$ cat src/rtl/cosim_sched_pkg.sv
// Shared types and widths for the co-simulation commit scheduler.
package cosim_sched_pkg;

  localparam int unsigned HART_ID_W = 4;
  localparam int unsigned PC_W      = 64;
  localparam int unsigned INSN_W    = 32;

  typedef enum logic [1:0] {
    IDLE     = 2'd0,
    ISSUE    = 2'd1,
    WAIT_RSP = 2'd2,
    HALTED   = 2'd3
  } state_t;

  typedef struct packed {
    logic [PC_W-1:0]   pc;
    logic [INSN_W-1:0] insn;
  } commit_entry_t;

endpackage

$ cat src/rtl/cosim_commit_fifo.sv
// Per-hart commit buffer; registered full/empty flags, head read from storage.
module cosim_commit_fifo
  import cosim_sched_pkg::*;
#(
  parameter int unsigned DEPTH = 4
) (
  input  logic          clk,
  input  logic          rst_n,
  input  logic          push,
  input  commit_entry_t din,
  input  logic          pop,
  output commit_entry_t head,
  output logic          full,
  output logic          empty,
  output logic          full_next_c
);

  localparam int unsigned AW    = (DEPTH > 1) ? $clog2(DEPTH) : 1;
  localparam int unsigned CNT_W = AW + 1;

  commit_entry_t    mem [DEPTH];
  logic [AW-1:0]    wr_ptr;
  logic [AW-1:0]    rd_ptr;
  logic [CNT_W-1:0] count;
  logic [CNT_W-1:0] count_next;
  logic             push_ok;
  logic             pop_ok;

  assign push_ok = push && !full;
  assign pop_ok  = pop && !empty;
  assign head    = mem[rd_ptr];

  always_comb begin
    count_next = count;
    case ({push_ok, pop_ok})
      2'b10:   count_next = count + CNT_W'(1);
      2'b01:   count_next = count - CNT_W'(1);
      default: count_next = count;
    endcase
  end

  assign full_next_c = (count_next == CNT_W'(DEPTH));

  always_ff @(posedge clk) begin
    if (!rst_n) begin
      wr_ptr <= '0;
      rd_ptr <= '0;
      count  <= '0;
      full   <= 1'b0;
      empty  <= 1'b1;
    end else begin
      if (push_ok) wr_ptr <= wr_ptr + AW'(1);
      if (pop_ok)  rd_ptr <= rd_ptr + AW'(1);
      count <= count_next;
      full  <= full_next_c;
      empty <= (count_next == '0);
    end
  end

  // Storage is not reset; contents are only meaningful below count.
  always_ff @(posedge clk) begin
    if (push_ok) mem[wr_ptr] <= din;
  end

endmodule

$ cat src/rtl/cosim_commit_scheduler.sv
// Serialises per-hart retirement events into one ordered stream of step requests
// for a single-threaded reference model, halting on mismatch or response timeout.
module cosim_commit_scheduler
  import cosim_sched_pkg::*;
#(
  parameter int unsigned NUM_HARTS        = 4,
  parameter int unsigned FIFO_DEPTH       = 4,
  parameter int unsigned TIMEOUT_CYCLES   = 1024,
  parameter bit          HALT_ON_MISMATCH = 1'b1
) (
  input  logic                        clk,
  input  logic                        rst_n,
  input  logic [NUM_HARTS-1:0]        commit_valid,
  output logic [NUM_HARTS-1:0]        commit_ready,
  input  logic [NUM_HARTS*PC_W-1:0]   commit_pc,
  input  logic [NUM_HARTS*INSN_W-1:0] commit_insn,
  output logic                        step_req_valid,
  input  logic                        step_req_ready,
  output logic [HART_ID_W-1:0]        step_req_hart,
  output logic [PC_W-1:0]             step_req_pc,
  output logic [INSN_W-1:0]           step_req_insn,
  input  logic                        step_rsp_valid,
  input  logic                        step_rsp_mismatch,
  output logic                        halted,
  output logic                        timeout_err,
  output logic [31:0]                 mismatch_cnt,
  output logic [63:0]                 checked_cnt
);

  localparam int unsigned TIMER_W = $clog2(TIMEOUT_CYCLES + 1);

  logic [NUM_HARTS-1:0] fifo_push;
  logic [NUM_HARTS-1:0] fifo_pop;
  logic [NUM_HARTS-1:0] fifo_full;
  logic [NUM_HARTS-1:0] fifo_empty;
  logic [NUM_HARTS-1:0] fifo_full_next;
  logic [NUM_HARTS-1:0] req;
  commit_entry_t        fifo_din  [NUM_HARTS];
  commit_entry_t        fifo_head [NUM_HARTS];
  commit_entry_t        head_sel;

  state_t               state_q, state_next;
  logic [HART_ID_W-1:0] rr_ptr_q, rr_ptr_next;
  logic [TIMER_W-1:0]   timer_q, timer_next;
  logic [HART_ID_W-1:0] grant, grant_lo, grant_hi;
  logic                 grant_valid, found_hi;
  logic                 load_req, rsp_fire, timeout_fire;

  // Halted blocks all pushes; equivalent to commit_valid & commit_ready.
  assign fifo_push = commit_valid & ~fifo_full & {NUM_HARTS{state_q != HALTED}};
  assign req       = ~fifo_empty;

  for (genvar i = 0; i < NUM_HARTS; i++) begin : g_fifo
    assign fifo_din[i] = '{pc: commit_pc[PC_W*i +: PC_W], insn: commit_insn[INSN_W*i +: INSN_W]};

    cosim_commit_fifo #(.DEPTH(FIFO_DEPTH)) u_fifo (
      .clk        (clk),
      .rst_n      (rst_n),
      .push       (fifo_push[i]),
      .din        (fifo_din[i]),
      .pop        (fifo_pop[i]),
      .head       (fifo_head[i]),
      .full       (fifo_full[i]),
      .empty      (fifo_empty[i]),
      .full_next_c(fifo_full_next[i])
    );
  end

  // Round-robin: lowest requester at/above the pointer, else lowest overall (wrap).
  always_comb begin
    grant_lo    = '0;
    grant_hi    = '0;
    grant_valid = 1'b0;
    found_hi    = 1'b0;
    for (int k = int'(NUM_HARTS) - 1; k >= 0; k--) begin
      if (req[k]) begin
        grant_lo    = HART_ID_W'(k);
        grant_valid = 1'b1;
        if (HART_ID_W'(k) >= rr_ptr_q) begin
          grant_hi = HART_ID_W'(k);
          found_hi = 1'b1;
        end
      end
    end
    grant = found_hi ? grant_hi : grant_lo;
  end

  always_comb begin
    head_sel = fifo_head[0];
    for (int k = 0; k < int'(NUM_HARTS); k++) begin
      if (grant == HART_ID_W'(k)) head_sel = fifo_head[k];
    end
  end

  always_comb begin
    state_next   = state_q;
    rr_ptr_next  = rr_ptr_q;
    timer_next   = timer_q;
    load_req     = 1'b0;
    rsp_fire     = 1'b0;
    timeout_fire = 1'b0;
    case (state_q)
      IDLE: begin
        if (grant_valid) begin
          load_req    = 1'b1;
          rr_ptr_next = (grant == HART_ID_W'(NUM_HARTS - 1)) ? '0 : grant + HART_ID_W'(1);
          state_next  = ISSUE;
        end
      end
      ISSUE: begin
        if (step_req_ready) begin
          timer_next = '0;
          state_next = WAIT_RSP;
        end
      end
      WAIT_RSP: begin
        // A response in the same cycle as the timeout takes priority.
        if (step_rsp_valid) begin
          rsp_fire   = 1'b1;
          state_next = (step_rsp_mismatch && HALT_ON_MISMATCH) ? HALTED : IDLE;
        end else if (timer_q == TIMER_W'(TIMEOUT_CYCLES - 1)) begin
          timeout_fire = 1'b1;
          state_next   = HALTED;
        end else begin
          timer_next = timer_q + TIMER_W'(1);
        end
      end
      HALTED:  state_next = HALTED;
      default: state_next = IDLE;
    endcase
  end

  always_comb begin
    fifo_pop = '0;
    for (int k = 0; k < int'(NUM_HARTS); k++) begin
      fifo_pop[k] = load_req && (grant == HART_ID_W'(k));
    end
  end

  always_ff @(posedge clk) begin
    if (!rst_n) begin
      state_q  <= IDLE;
      rr_ptr_q <= '0;
      timer_q  <= '0;
    end else begin
      state_q  <= state_next;
      rr_ptr_q <= rr_ptr_next;
      timer_q  <= timer_next;
    end
  end

  // Registered outputs follow the next state so they line up with state_q.
  always_ff @(posedge clk) begin
    if (!rst_n) begin
      commit_ready   <= '1;
      step_req_valid <= 1'b0;
      step_req_hart  <= '0;
      step_req_pc    <= '0;
      step_req_insn  <= '0;
      halted         <= 1'b0;
      timeout_err    <= 1'b0;
      mismatch_cnt   <= '0;
      checked_cnt    <= '0;
    end else begin
      commit_ready   <= ~fifo_full_next & {NUM_HARTS{state_next != HALTED}};
      step_req_valid <= (state_next == ISSUE);
      halted         <= (state_next == HALTED);
      if (load_req) begin
        step_req_hart <= grant;
        step_req_pc   <= head_sel.pc;
        step_req_insn <= head_sel.insn;
      end
      if (rsp_fire) begin
        checked_cnt <= checked_cnt + 64'd1;
        if (step_rsp_mismatch && (mismatch_cnt != 32'hFFFF_FFFF)) begin
          mismatch_cnt <= mismatch_cnt + 32'd1;
        end
      end
      if (timeout_fire) timeout_err <= 1'b1;
    end
  end

endmodule

$ cat config.mk
export PLATFORM = sky130hd
export DESIGN_NAME = cosim_commit_scheduler
export DESIGN_NICKNAME = d
export VERILOG_FILES = /design/src/rtl/cosim_sched_pkg.sv /design/src/rtl/cosim_commit_fifo.sv /design/src/rtl/cosim_commit_scheduler.sv
export SDC_FILE = /design/constraint.sdc
export NUM_CORES = 2
export LEC_CHECK = 0
export CAP_MARGIN = 25
export CORE_MARGIN = 3
export CORE_UTILIZATION = 40
export CTS_CLUSTER_DIAMETER = 120
export DETAILED_ROUTE_END_ITERATION = 10
export GPL_ROUTABILITY_DRIVEN = 0
export PLACE_DENSITY = 0.58
export SYNTH_ARGS = -nofsm -noshare
export SYNTH_HDL_FRONTEND = slang
export SYNTH_SLANG_ARGS = --single-unit
export TNS_END_PERCENT = 50
$ cat constraint.sdc
create_clock -name clk -period 5.37 [get_ports clk]
set_clock_uncertainty 0.1 [all_clocks]
set_input_delay 1.074 -clock clk [delete_from_list [all_inputs] [get_ports clk]]
set_output_delay 1.074 -clock clk [all_outputs]
set_load 0.01 [all_outputs]
==> summary.md <==
| Metric | Value |
|---|---|
| DP HPWL | `124000 um` |
| Unique masters post-synth | `71` |
| Yosys warning total | `0` |
| Clk root buf | `clkbuf_16` |
| CTS max path bufs | `3` |
| Yosys reg bits | `1796` |
| Final nets | `4544` |
| Slowest stage delay, CP | `740 ps` |
| Tot GR Track Use | `21.5%` |
| Number of I/O port buffers | `593` |
| Max Freq | `0.270 GHz` |
| Setup crit start kind | `flop` |
| Resized cells post-CTS | `0` |
| RSZ-0062 raised after global routing | `no` |
| CTS tree | `built` |
| Hold slack | `362 ps` |
| Antenna Violating Nets Remaining | `0` |
| CP Cell Sequence | `nand2b_1 -> nand2b_1 -> a221oi_1 -> ha_1 -> nor3b_1 -> ha_1 -> fa_1 -> o22a_1 -> nor3_1 -> nor2_1` |
| Die ar. | `0.175 sq mm` |
| Hold_buf cts | `0` |
| Dpl cells | `6136` |
| Cell area power density | `443 mW/mm^2` |
| Worst R2R Start | `g_fifo[0].u_fifo.empty` |
| Post-CTS setup buffer count | `0` |
| Post-place setup slack | `1290 ps` |
| Setup TNS | `0 ps` |
| Ys flop type | `edfxtp_1` |
| Top cells by count, synth | `edfxtp_1 (1536), mux4_2 (384), dfxtp_1 (260), clkbuf_1 (128), o21ai_0 (124)` |
| Critical path capture point type | `flop` |
| Count leader, synth | `edfxtp_1` |
| CORE AREA | `0.168 sq mm` |
| Sinks on Clock Net | `1796` |
| Final Power | `0.0368 W` |
| H-tree levels | `4` |
| Final hold vios | `0` |
| Via count | `36147` |
| Area grow syn2layout | `22.3%` |
| CP required | `5930 ps` |
| Final setup violating endpoints | `0` |
| Cells after synthesis | `3445` |
| Crit path time final | `3710 ps` |
| Tcrit/Tclk final | `69.0%` |
| Average size of a mapped cell | `19.7 sq um` |
| Initial Utilization | `40.5%` |
| Share of the yosys chip area belonging to registers | `75.5%` |
| Synth area leaders | `edfxtp_1 (68%), mux4_2 (13%), dfxtp_1 (7.7%)` |
| Grt ovf | `0` |
| CTS clk-pin slew, worst paths | `60 ps` |
| Wire length per cell | `29.1 um` |
| Max Slew Vio Count | `0` |
| Number of global-route vias before repair | `36580` |
| Setup WS post-layout | `1660 ps` |
| Top cell type's share of synthesized area | `67.8%` |
| Mapped cell area | `0.0680 sq mm` |
| HP Start | `step_req_hart[0]` |
| Number of remaining DRC errors | `0` |
| Number of enable flip-flop cells after synthesis | `1536` |
| Hold WC Path Type | `reg2reg` |
| Leak | `25.9 nW` |
| Row cnt | `150` |
| Peak supply drop | `0.442 mV` |
| Status | `completed` |
| Crit path DAT | `4270 ps` |
| Slew HR | `35.1%` |
| CP max FO | `5` |
| Fraction of registers with async set/reset | `0%` |
| Largest net degree at the start of global routing | `103` |
| CP max-delay cell | `a221oi_1` |
| Vias per inst | `5.54` |
| Share of cells above drive strength 1 | `18.7%` |
| Routed Wire Length | `190000 um` |
| Cell taking the most area after synthesis | `edfxtp_1` |
| First-pass GRT wire length | `270000 um` |
| Max Cap Viol | `0` |
| Inserted Clock Buffers | `186` |
| Die Y | `418 um` |
| Fin cells | `6521` |
| Worst Tran Pin Value | `971 ps` |
| First-pass iteration count of the detailed router | `7` |
| Die X | `418 um` |
| Critical path origin | `g_fifo[0].u_fifo.empty` |
| Iteration-0 DRC Markers | `3011` |
| Number of I/O pins | `596` |
| Initial antenna violation count | `94` |
| Clk_lat worst skew | `800 ps` |
| Critical path type | `reg2reg` |
## critical path, delay by kind of cell (launching register included)
| family | cells | cell delay, ps |
|---|---|---|
| flops | 1 | 390 |
| compound gates | 2 | 940 |
| fa+ha+maj | 3 | 1190 |
| simple gates | 5 | 950 |
## routing by layer
metal,track usage [%],part of all wire (%),vias up
met5,0,0.11,-
met1,27.3,40,19036
met2,36.8,51,1103
met4,6.54,2.9,32
met3,4.86,6.1,346
li1,-,-,15630
## flip-flops by register name, summed over array words and instances (netlist names), 8 cells and up, named ones only
name and flops:
g_fifo.u_fifo.mem 1536, checked_cnt 64, step_req_pc 64, mismatch_cnt 32, step_req_insn 32, g_fifo.u_fifo.count 12
timer_q 11, g_fifo.u_fifo.rd_ptr 8, g_fifo.u_fifo.wr_ptr 8
## cell type report
class	instances	area, sq um
antenna	35	87.6
multi-input combinational	1425	15800
clock inverter	94	841
inverter	39	149
sequential	1796	51400
clock buffer	256	5190
timing repair buffer	672	6950
fill	13734	84800
tap	2204	2760
## cell families after synthesis
kind of cell | after synthesis | synth area share [%]
other | 1 | 0.00552
XOR/XNOR | 65 | 0.837
flip-flops | 1796 | 75.5
AO/OA/AOI/OAI | 437 | 4.07
multiplexers | 494 | 14.3
AND/OR/NAND/NOR | 396 | 3.26
buffers and inverters | 225 | 1.37
adder cells (fa/ha/maj) | 31 | 0.615
## through the flow
step / util [%] / cell area, sq um
after global routing: 49.5 / 83100
after detailed placement: 45.9 / 77000
final: 49.5 / 83100
after floorplan: - / 68000
after global placement: 45.8 / 77000
after CTS: 49.4 / 83100
## power by group
part           leakage [nW]  switching (W)  internal [W]
Clock                  2.97        0.00536       0.00731
Sequential             16.2       0.000687        0.0165
Combinational          6.69        0.00385       0.00310
Total                  25.9        0.00990        0.0269
## path summary, 6_finish.rpt
kind                                          to  slack, ps  depth (start not counted)
worst min register to register  step_req_hart[0]        360                          2
worst max-delay path             commit_ready[3]       1660                         10
worst min-delay path            step_req_hart[0]        360                          2
worst max register to register   commit_ready[3]       1660                         10
## layout by cell type, fill, tap and decap left out, types with 27 or more instances in the layout
master,netlist,final
a211oi_1,102,102
a21oi_1,52,52
buf_12,1,33
buf_4,3,45
clkbuf_1,128,46
clkbuf_16,0,189
clkdlybuf4s50_1,0,592
clkinv_1,0,31
clkinv_2,0,35
dfxtp_1,260,252
diode_2,0,35
edfxtp_1,1536,1536
inv_1,39,38
mux2i_1,108,108
mux4_2,384,384
nand2_1,50,49
nand3_1,34,34
nand4_1,39,39
nor2_1,98,98
o21ai_0,124,124
o22ai_1,96,96
or3_1,31,31
xnor2_1,38,38
xor2_1,27,27
(Power assumes the default switching activity.)
